[src/rtl/ibus_dbus_arb_pkg.sv]
// Shared definitions for the I/D bus arbiter: FSM state type, source tags
// stored in the response tracker, and the saturating starve-count helper.
package ibus_dbus_arb_pkg;

    typedef enum logic [1:0] {
        StIdle  = 2'd0,
        StILock = 2'd1,
        StDLock = 2'd2
    } arb_state_e;

    // Source tags pushed into the tracker; the head tag steers responses.
    localparam logic ARB_SRC_I = 1'b0;
    localparam logic ARB_SRC_D = 1'b1;

    // Wide enough for the largest legal starve limit (15).
    localparam int unsigned STARVE_W = 4;

    function automatic logic [STARVE_W-1:0] starve_inc(input logic [STARVE_W-1:0] cnt);
        return (cnt == '1) ? cnt : cnt + 1'b1;
    endfunction

endpackage

[src/rtl/ibus_dbus_arb_fifo.sv]
// Small synchronous FIFO used as the source-tag tracker.
// Ports:
//   clk_i, resetb_i  clock, asynchronous active-low reset
//   clk_en_i         all state holds when low
//   flush_i          empties the FIFO
//   push_i, wdata_i  write side (ignored when full)
//   pop_i, rdata_o   read side (ignored when empty), rdata_o shows the head entry
//   empty_o, full_o  occupancy flags
module ibus_dbus_arb_fifo #(
    parameter int unsigned C_FIFO_WIDTH   = 1,
    parameter int unsigned C_FIFO_DEPTH_X = 1
) (
    input  logic                    clk_i,
    input  logic                    resetb_i,
    input  logic                    clk_en_i,
    input  logic                    flush_i,
    input  logic                    push_i,
    input  logic [C_FIFO_WIDTH-1:0] wdata_i,
    input  logic                    pop_i,
    output logic [C_FIFO_WIDTH-1:0] rdata_o,
    output logic                    empty_o,
    output logic                    full_o
);

    localparam int unsigned DEPTH = 1 << C_FIFO_DEPTH_X;
    localparam int unsigned PTR_W = (C_FIFO_DEPTH_X > 0) ? C_FIFO_DEPTH_X : 1;
    localparam int unsigned CNT_W = C_FIFO_DEPTH_X + 1;

    logic [C_FIFO_WIDTH-1:0] mem_q [DEPTH];
    logic [PTR_W-1:0]        wr_ptr_q;
    logic [PTR_W-1:0]        rd_ptr_q;
    logic [CNT_W-1:0]        count_q;
    logic                    do_push;
    logic                    do_pop;

    function automatic logic [PTR_W-1:0] ptr_inc(input logic [PTR_W-1:0] ptr);
        if (ptr == PTR_W'(DEPTH - 1)) begin
            return '0;
        end
        return ptr + 1'b1;
    endfunction

    assign empty_o = (count_q == '0);
    assign full_o  = (count_q == CNT_W'(DEPTH));
    assign do_push = push_i & ~full_o;
    assign do_pop  = pop_i & ~empty_o;
    assign rdata_o = mem_q[rd_ptr_q];

    always_ff @(posedge clk_i or negedge resetb_i) begin
        if (!resetb_i) begin
            wr_ptr_q <= '0;
            rd_ptr_q <= '0;
            count_q  <= '0;
        end else if (clk_en_i) begin
            if (flush_i) begin
                wr_ptr_q <= '0;
                rd_ptr_q <= '0;
                count_q  <= '0;
            end else begin
                if (do_push) begin
                    wr_ptr_q <= ptr_inc(wr_ptr_q);
                end
                if (do_pop) begin
                    rd_ptr_q <= ptr_inc(rd_ptr_q);
                end
                if (do_push && !do_pop) begin
                    count_q <= count_q + 1'b1;
                end else if (!do_push && do_pop) begin
                    count_q <= count_q - 1'b1;
                end
            end
        end
    end

    // Storage needs no reset: an entry is only observed once it has been written.
    always_ff @(posedge clk_i) begin
        if (clk_en_i && !flush_i && do_push) begin
            mem_q[wr_ptr_q] <= wdata_i;
        end
    end

endmodule

[src/rtl/ibus_dbus_arb.sv]
// Arbiter sharing one memory request/response port between the pre-fetch
// unit (I side) and the load/store unit (D side).
// Request path is combinational from the granted side to mreq*. D has priority,
// but after C_STARVE_MAX consecutive D grants with I waiting, I is forced.
// A stalled grant is locked to its side until accepted. Responses return in
// order and are steered by a tag tracker; a response with no outstanding
// request is consumed, dropped and flagged on the sticky proterr_o.
// Ports:
//   clk_i, resetb_i, clk_en_i   clock, async active-low reset, global enable
//   ireq*/irsp*                 I side request / response
//   dreq*/drsp*                 D side request (with wr/be/data) / response
//   mreq*/mrsp*                 shared memory request / response
//   proterr_o                   sticky protocol error
module ibus_dbus_arb
    import ibus_dbus_arb_pkg::*;
#(
    parameter int unsigned C_OUTSTANDING_X = 1,
    parameter int unsigned C_STARVE_MAX    = 4,
    parameter int unsigned XLEN            = 32
) (
    input  logic              clk_i,
    input  logic              resetb_i,
    input  logic              clk_en_i,
    input  logic              ireqvalid_i,
    output logic              ireqready_o,
    input  logic [1:0]        ireqhpl_i,
    input  logic [XLEN-1:0]   ireqaddr_i,
    output logic              irspvalid_o,
    input  logic              irspready_i,
    output logic              irsprerr_o,
    output logic [XLEN-1:0]   irspdata_o,
    input  logic              dreqvalid_i,
    output logic              dreqready_o,
    input  logic [1:0]        dreqhpl_i,
    input  logic [XLEN-1:0]   dreqaddr_i,
    input  logic              dreqwr_i,
    input  logic [XLEN/8-1:0] dreqbe_i,
    input  logic [XLEN-1:0]   dreqdata_i,
    output logic              drspvalid_o,
    input  logic              drspready_i,
    output logic              drsprerr_o,
    output logic [XLEN-1:0]   drspdata_o,
    output logic              mreqvalid_o,
    input  logic              mreqready_i,
    output logic [1:0]        mreqhpl_o,
    output logic [XLEN-1:0]   mreqaddr_o,
    output logic              mreqwr_o,
    output logic [XLEN/8-1:0] mreqbe_o,
    output logic [XLEN-1:0]   mreqdata_o,
    input  logic              mrspvalid_i,
    output logic              mrspready_o,
    input  logic              mrsprerr_i,
    input  logic [XLEN-1:0]   mrspdata_i,
    output logic              proterr_o
);

    arb_state_e          state_q;
    logic [STARVE_W-1:0] starve_q;
    logic                proterr_q;

    logic                sel_d;
    logic                gnt_valid;
    logic                req_acc;
    logic                tag_full;
    logic                tag_empty;
    logic [0:0]          tag_head;
    logic                head_is_d;
    logic                rsp_pop;
    logic                spurious;

    // Grant selection. A tracker that is full at the start of the cycle blocks
    // every grant, even if a response pops in the same cycle.
    always_comb begin
        sel_d     = 1'b0;
        gnt_valid = 1'b0;
        unique case (state_q)
            StIdle: begin
                if (!tag_full) begin
                    if (dreqvalid_i && (starve_q < STARVE_W'(C_STARVE_MAX))) begin
                        sel_d     = 1'b1;
                        gnt_valid = 1'b1;
                    end else if (ireqvalid_i) begin
                        sel_d     = 1'b0;
                        gnt_valid = 1'b1;
                    end else if (dreqvalid_i) begin
                        sel_d     = 1'b1;
                        gnt_valid = 1'b1;
                    end
                end
            end
            StILock: begin
                sel_d     = 1'b0;
                gnt_valid = ireqvalid_i & ~tag_full;
            end
            StDLock: begin
                sel_d     = 1'b1;
                gnt_valid = dreqvalid_i & ~tag_full;
            end
            default: begin
                sel_d     = 1'b0;
                gnt_valid = 1'b0;
            end
        endcase
    end

    assign mreqvalid_o = gnt_valid & clk_en_i;
    assign req_acc     = mreqvalid_o & mreqready_i;
    assign ireqready_o = req_acc & ~sel_d;
    assign dreqready_o = req_acc & sel_d;

    // I fetches are always full-width reads.
    assign mreqhpl_o  = sel_d ? dreqhpl_i  : ireqhpl_i;
    assign mreqaddr_o = sel_d ? dreqaddr_i : ireqaddr_i;
    assign mreqwr_o   = sel_d & dreqwr_i;
    assign mreqbe_o   = sel_d ? dreqbe_i   : '1;
    assign mreqdata_o = sel_d ? dreqdata_i : '0;

    // Response steering from the oldest outstanding tag.
    assign head_is_d   = (tag_head[0] == ARB_SRC_D);
    assign irspvalid_o = clk_en_i & mrspvalid_i & ~tag_empty & ~head_is_d;
    assign drspvalid_o = clk_en_i & mrspvalid_i & ~tag_empty & head_is_d;
    assign irspdata_o  = mrspdata_i;
    assign irsprerr_o  = mrsprerr_i;
    assign drspdata_o  = mrspdata_i;
    assign drsprerr_o  = mrsprerr_i;

    // With nothing outstanding a response is accepted and discarded.
    assign mrspready_o = clk_en_i & (tag_empty ? mrspvalid_i
                                               : (head_is_d ? drspready_i : irspready_i));
    assign rsp_pop     = mrspvalid_i & mrspready_o & ~tag_empty;
    assign spurious    = clk_en_i & mrspvalid_i & tag_empty;

    assign proterr_o = proterr_q;

    ibus_dbus_arb_fifo #(
        .C_FIFO_WIDTH   (1),
        .C_FIFO_DEPTH_X (C_OUTSTANDING_X)
    ) u_tracker (
        .clk_i    (clk_i),
        .resetb_i (resetb_i),
        .clk_en_i (clk_en_i),
        .flush_i  (1'b0),
        .push_i   (req_acc),
        .wdata_i  (sel_d ? ARB_SRC_D : ARB_SRC_I),
        .pop_i    (rsp_pop),
        .rdata_o  (tag_head),
        .empty_o  (tag_empty),
        .full_o   (tag_full)
    );

    always_ff @(posedge clk_i or negedge resetb_i) begin
        if (!resetb_i) begin
            state_q   <= StIdle;
            starve_q  <= '0;
            proterr_q <= 1'b0;
        end else if (clk_en_i) begin
            if (spurious) begin
                proterr_q <= 1'b1;
            end

            // Counts D grants taken while I was kept waiting.
            if (dreqready_o && ireqvalid_i) begin
                starve_q <= starve_inc(starve_q);
            end else if (ireqready_o || !ireqvalid_i) begin
                starve_q <= '0;
            end

            unique case (state_q)
                StIdle: begin
                    if (gnt_valid && !mreqready_i) begin
                        state_q <= sel_d ? StDLock : StILock;
                    end
                end
                StILock, StDLock: begin
                    if (req_acc) begin
                        state_q <= StIdle;
                    end
                end
                default: state_q <= StIdle;
            endcase
        end
    end

endmodule

[config.mk]
export PLATFORM = sky130hd
export DESIGN_NAME = ibus_dbus_arb
export DESIGN_NICKNAME = d
export VERILOG_FILES = /design/src/rtl/ibus_dbus_arb_pkg.sv /design/src/rtl/ibus_dbus_arb_fifo.sv /design/src/rtl/ibus_dbus_arb.sv
export SDC_FILE = /design/constraint.sdc
export NUM_CORES = 1
export LEC_CHECK = 0
export CAP_MARGIN = 25
export CORE_AREA = 8 8 106 108
export DETAILED_ROUTE_END_ITERATION = 6
export DIE_AREA = 0 0 114 116
export GPL_TIMING_DRIVEN = 0
export PLACE_DENSITY = 0.77
export SETUP_SLACK_MARGIN = 0.5
export SYNTH_ARGS = -nofsm -noshare
export SYNTH_HDL_FRONTEND = slang
export SYNTH_SLANG_ARGS = --single-unit
[constraint.sdc]
create_clock -name clk_i -period 2.8 [get_ports clk_i]
set_input_delay 0.28 -clock clk_i [delete_from_list [all_inputs] [get_ports clk_i]]
set_output_delay 0.28 -clock clk_i [all_outputs]
set_load 0.02 [all_outputs]
=== Word-level counts from Yosys, hierarchy flattened ===
Memories as Yosys holds them, arrays and structs flattened.
Index checks and enable logic that the tools add are counted.

* Bits in registers: 11
* Bits in writable memories: 2
* Input port bits: 147
* Output and inout bits: 144
* Memories kept: 1

{| class="wikitable"
|+ Memories
! memory !! words !! bits a word !! rd ports !! clocked after memory_dff !! wr ports !! line !! RTL
|-
| u_tracker.mem_q || 2 || 1 || 1 || 0 || 1 || ibus_dbus_arb_fifo.sv:29 || <nowiki>logic [C_FIFO_WIDTH-1:0] mem_q [DEPTH];</nowiki>
|}

* $add $sub $neg: 5
* $lt $le $gt $ge: 1
* Equality and inequality tests: 7
* Multiplexer cells: 37
* Bitwise operators: 21
* Reductions and logical operators: 22

{| class="wikitable"
|+ Operator list
! kind !! count
|-
| 32-bit two-way mux || 2
|-
| 1-bit two-way mux || 22
|-
| 1-bit AND || 17
|-
| 4-bit two-way mux || 4
|-
| 2-bit two-way mux || 6
|-
| 2-bit AND reduction || 4
|-
| 1-bit logical AND || 6
|-
| 2-bit != test (second input constant) || 3
|-
| 3-bit AND reduction || 2
|-
| 4-bit by 1-bit adder with 4-bit output (second input constant) || 1
|-
| 2-bit equality test (second input constant) || 2
|-
| 4-bit equality test (second input constant) || 1
|-
| 1-bit logical NOT || 4
|-
| 2-bit logical NOT || 2
|-
| 4-bit by 3-bit < comparator with 1-bit output (second input constant) || 1
|-
| 1-bit inverter || 4
|-
| 2-bit one-hot mux with 2 select lines || 1
|-
| 2-bit nonzero test || 2
|-
| 1-bit one-hot mux with 3 select lines || 1
|-
| 1-bit adder (second input constant) || 2
|-
| 2-bit by 1-bit adder with 2-bit output (second input constant) || 1
|-
| 2-bit by 1-bit equality test with 1-bit output (second input constant) || 1
|-
| 1-bit one-hot mux with 2 select lines || 1
|-
| 2-bit OR reduction || 1
|-
| other kinds (2) || 2
|}

=== Depth between registers and ports, before layout ===
* Depth after elaboration: 12
* Depth in mapped cells: 11
* Gate-level depth less buffers: 10

=== By module ===
A second synthesis with hierarchy kept.

* Cell total of the unflattened synthesis: 249
* Area total of the unflattened synthesis: 2102.0 sq um

{| class="wikitable"
|+ Modules (own cells, without submodules)
! module !! instances !! cells each !! area each (sq um) !! sequential area each (sq um)
|-
| ibus_dbus_arb || 1 || 218 || 1754.2 || 175.2
|-
| ibus_dbus_arb_fifo || 1 || 31 || 347.8 || 160.2
|}

=== Worst setup path after synthesis ===
No wires, ideal clock.

* Kind: reg2reg
* Start point: reg state_q[0]
* End point: reg u_tracker.count_q[1]
* Setup time: 0.079 ns
* Arrival: 2.016 ns
* Required time: 2.721 ns
* Setup slack: 0.705 ns
* Cell stages (with the launch flop): 12
* Buffers on the path: 1
* Period minus slack after synthesis: 2.095 ns
* Path through: dfrtp_1 -> inv_1 -> ha_1 -> mux2_1 -> nand3_1 -> a21o_1 -> buf_6 -> inv_1 -> ha_1 -> nand2b_1 -> nor2_1 -> xor2_1

* Cells in the longest elaborated chain, start to end: 9
* Elaborated cells on any way between the ends: 13
* Classes of those cells: eq/ne: 2; mux: 2; bitwise: 3; reduce/logical: 6

{| class="wikitable"
|+ RTL lines
! item !! line !! RTL
|-
| start: declaration || ibus_dbus_arb.sv:57 || <nowiki>arb_state_e state_q;</nowiki>
|-
| start signal: assignment || ibus_dbus_arb.sv:153 || <nowiki>state_q <= StIdle;</nowiki>
|-
| start signal: assignment || ibus_dbus_arb.sv:171 || <nowiki>state_q <= sel_d ? StDLock : StILock;</nowiki>
|-
| start signal: assignment || ibus_dbus_arb.sv:176 || <nowiki>state_q <= StIdle;</nowiki>
|-
| 2-bit equality test (tied with other cells) || ibus_dbus_arb.sv:76 || <nowiki>unique case (state_q)</nowiki>
|-
| 1-bit one-hot mux with 3 select lines (*) || ibus_dbus_arb.sv:76 ||
|-
| 1-bit AND (*) || ibus_dbus_arb.sv:106 || <nowiki>assign mreqvalid_o = gnt_valid & clk_en_i;</nowiki>
|-
| 1-bit AND (*) || ibus_dbus_arb.sv:107 || <nowiki>assign req_acc = mreqvalid_o & mreqready_i;</nowiki>
|-
| 1-bit AND (*) || ibus_dbus_arb_fifo.sv:45 || <nowiki>assign do_push = push_i & ~full_o;</nowiki>
|-
| 1-bit logical NOT || ibus_dbus_arb_fifo.sv:68 || <nowiki>end else if (!do_push && do_pop) begin</nowiki>
|-
| 1-bit logical AND || ibus_dbus_arb_fifo.sv:68 ||
|-
| 2-bit nonzero test (no line) || - ||
|-
| 2-bit AND reduction (no line) || - ||
|-
| end signal: assignment || ibus_dbus_arb_fifo.sv:67 || <nowiki>count_q <= count_q + 1'b1;</nowiki>
|-
| end signal: assignment || ibus_dbus_arb_fifo.sv:69 || <nowiki>count_q <= count_q - 1'b1;</nowiki>
|-
| end: declaration || ibus_dbus_arb_fifo.sv:32 || <nowiki>logic [CNT_W-1:0] count_q;</nowiki>
|}

Mark *: on every way between the ends. The rest lies on a longest branch, timed or not.
A chain may end at the register's enable or synchronous reset.

=== Worst setup path after layout ===
* Start point: reg u_tracker.count_q[0]
* End point: out mreqaddr_o[12]

* Cells in the longest elaborated chain, start to end: 4

{| class="wikitable"
|+ RTL lines
! item !! line !! RTL
|-
| 2-bit equality test || ibus_dbus_arb_fifo.sv:44 || <nowiki>assign full_o = (count_q == CNT_W'(DEPTH));</nowiki>
|-
| 1-bit two-way mux || ibus_dbus_arb.sv:78 || <nowiki>if (!tag_full) begin</nowiki>
|-
| 1-bit one-hot mux with 2 select lines || ibus_dbus_arb.sv:76 ||
|-
| 32-bit two-way mux || ibus_dbus_arb.sv:113 || <nowiki>assign mreqaddr_o = sel_d ? dreqaddr_i : ireqaddr_i;</nowiki>
|-
| end: declaration || ibus_dbus_arb.sv:46 || <nowiki>output logic [XLEN-1:0] mreqaddr_o,</nowiki>
|}

No other way between the ends.

==> flow_summary.yaml <==
sta:
  drv_slew: 0
  layout_min_cycle_time_ns: 2.21
  hold-worst-slack_ns: 0.387
  post-route-period-util_pct: 79.1
  rsz0062_at_grt: "yes"
  relSlewSlack_pct: 64.3
  fmax_mhz: 452
  tightest_slew_ns: 0.535
  skew_ns: 0.00246
  finalSetupViolCount: 0
  finalHoldViolCount: 0
worst_setup_path:
  rrSetupSlack_ns: 0.62
  worstPathRequired_ns: 2.52
  reg2reg_depth: 11
  critical_path_class: "reg2out"
  start_kind: "register"
  rr_endpoint: "u_tracker.count_q[1]"
  cp_max_fo: 10
  r2r_start: "state_q[0]"
  end_kind: "output port"
  cp.arrival_ns: 1.93
synth:
  async_reset_ff_share_pct: 84.6
  yosysSeqAreaShare_pct: 16.7
  synth_ff_type: "dfrtp_1"
  ys.warnings.count: 0
  synth.area.top_cells: "buf_4 (27%), nand2_1 (20%), dfrtp_1 (14%), and2_1 (11%), ha_1 (3.1%)"
  syn_area_um2: 2000
  yosys_register_bits: 13
  synth_fp_nets: 449
  yosysUniqueCellTypes: 37
  synth.top_cell.area_share_pct: 26.6
  yosys.area.top_type: "buf_4"
  synth_common_cells: "nand2_1 (105), buf_4 (71), and2_1 (34)"
  synthCells: 297
  yosysMostFrequentCell: "nand2_1"
  syn_avg_cell_area_um2: 6.74
  synth-edff-count: 2
cts:
  insertion_delay_ns: 0.24
  cts_sinks: 13
  cts_root_buffer: "clkbuf_8"
  cts.hold.buffers_added: 0
  htree_levels: 1
  clk_path_buf_depth: 2
  clk_transition_reported_paths_ns: 0.05
  cts_tree: "done"
  cts_buffers: 3
floorplan:
  die_y_um: 116
  io-pin-count: 291
  start_util_pct: 21.0
  num_rows: 36
  coreArea_um2: 9550
  dieArea_um2: 13200
  die_x_um: 114
layout:
  seqCellArea_um2: 335
  multi_input_area_um2: 1080
  antennaDiodeCount: 0
  fin_area_um2: 4760
  drive_gt1_share_pct: 23.9
  syn2layout_area_growth_pct: 138
  fillerInstances: 928
  nNetsFinal: 717
route:
  ant_nets: 0
  vias: 2763
  drc: 0
  via_per_inst: 3.96
  avgRoutedWirePerCell_um: 15.2
  drt_pass1_iterations: 4
  postRouteWirelength_um: 10600
  drt-initial-drc-count: 99
pwr:
  total_power_mw: 3.78
  p_sw_mw: 1.99
  combPwrFrac_pct: 87.7
  pwr-share-clk_pct: 4.5
  p_sw_share_pct: 52.6
  p_int_mw: 1.79
  seq_power_share_pct: 7.9
  powerDensity_nw_per_um2: 794
  max-vdd-ir-drop_mv: 0.355
  p_leak_nw: 2.32
place:
  port_buffers: 257
  placed_area_um2: 4740
  dpl.hpwl_um: 9330
  gp_congestion: 0.826
grt:
  grt_use_total_pct: 14.4
  antenna_found_initial: 0
  grt_pass1_vias: 2918
  grt_max_degree: 12
  grt-ovfl-total: 0
  grt_pass1_wl_um: 15300
outcome:
  status: "completed"
min_path:
  hold_class: "in2async"
flow_run:
  maxCapViolCount: 0
==> layout make-up <==
cell class                 count  area share [%]
clock buffer                   4           0.946
inverter                       7           0.552
tap                          133            3.49
timing repair buffer         263            51.7
sequential                    13            7.04
multi-input combinational    197            22.8
buffer                        80            13.5
==> placed cells by master, fill, tap and decap left out, types with 2 or more instances in the layout <==
master	netlist	layout
dfrtp_1	11	11
nand2b_1	5	4
mux2i_1	3	2
o211ai_1	2	2
inv_1	6	5
clkdlybuf4s15_1	0	12
clkdlybuf4s50_1	0	181
clkbuf_2	0	6
clkbuf_8	0	3
ha_2	0	2
dlygate4sd2_1	0	31
nor2b_1	2	2
and2_1	34	34
buf_8	0	4
buf_2	1	21
nand3_1	4	4
nor2_1	8	7
nand2_1	105	105
ha_1	5	3
buf_4	71	75
nand2b_4	1	2
inv_2	1	2
o21ai_0	2	2
o22ai_1	3	3
xor2_1	2	2
a211oi_1	2	2
buf_6	4	5
clkdlybuf4s15_2	0	5
or3_1	2	2
edfxtp_1	2	2
xnor2_1	4	4
==> worst max path at each step <==
stage | startpoint | cells past startpoint | slack, ns | endpoint
6_report | u_tracker.count_q[0] | 9 | 0.59 | mreqaddr_o[12]
5_1_grt | state_q[0] | 11 | 0.48 | u_tracker.count_q[1]
4_1_cts | state_q[0] | 9 | 0.40 | mreqaddr_o[3]
3_5_place_dp | ireqvalid_i | 8 | -0.15 | ireqready_o
3_3_place_gp | ireqvalid_i | 8 | -0.13 | ireqready_o
2_1_floorplan | state_q[0] | 11 | 0.70 | u_tracker.count_q[1]
==> flip-flops by register name, summed over array words and instances (netlist names) <==
register / count
starve_q: 4
state_q: 2
u_tracker.count_q: 2
u_tracker.mem_q: 2
proterr_o: 1
u_tracker.rd_ptr_q: 1
u_tracker.wr_ptr_q: 1
==> per-layer routing <==
| layer | share of wire (%) | wire (um) | up-vias | GRT usage [%] |
|---|---|---|---|---|
| met5 | 0 | 0 | - | 0 |
| met4 | 1.6 | 166 | 0 | 4.08 |
| met3 | 14 | 1510 | 11 | 7.56 |
| met2 | 52 | 5440 | 160 | 27.4 |
| met1 | 33 | 3440 | 1200 | 13.1 |
| li1 | - | - | 1392 | - |
==> cells by family after synthesis <==
family | after synthesis | synth area share [%]
xor gates and xnor gates | 6 | 2.62
and+or+nand+nor | 165 | 37.5
muxes | 5 | 2.81
DFF | 13 | 16.7
buffers and inverters | 87 | 31.2
AOI/OAI and AO/OA | 16 | 6.00
adders and majority gates | 5 | 3.12
==> repair_timing <==
action / 4_1_cts / 5_1_grt
buffers inserted: 1 / 5
endpoints found under the setup margin: 75 / 75
gates resized for setup: 145 / 57
pin swaps: 0 / 2
endpoints found under the hold margin: 0 / 0
==> worst max-delay path: stages (launching register included) <==
cell	delay, ns
dfrtp_1	0.35
buf_4	0.15
nand2b_4	0.16
a41oi_4	0.20
buf_4	0.16
buf_8	0.14
buf_6	0.15
nand2_1	0.06
nand2_1	0.05
clkdlybuf4s15_2	0.26
==> power by group through the flow <==
| stage | clock [mW] | sequential [mW] | combinational [mW] |
|---|---|---|---|
| final | 0.168 | 0.298 | 3.31 |
| after global routing | 0.177 | 0.305 | 3.59 |
| after CTS | 0.169 | 0.301 | 3.36 |
| after detailed placement | 0 | 0.302 | 3.53 |
| after global placement | 0 | 0.300 | 3.50 |
| after floorplan | 0 | 0.295 | 1.88 |
==> stage by stage <==
step | worst slack (ns) | TNS, ns | instances | utilization, %
3_3_place_gp | -0.133 | -2.43 | 687 | 49.7
6_report | 0.586 | 0 | 697 | 49.9
5_1_grt | 0.478 | 0 | 697 | 49.9
4_1_cts | 0.397 | 0 | 692 | 50.4
3_5_place_dp | -0.152 | -3.11 | 687 | 49.7
2_1_floorplan | 0.705 | 0 | 297 | -
(Power assumes the default switching activity.)
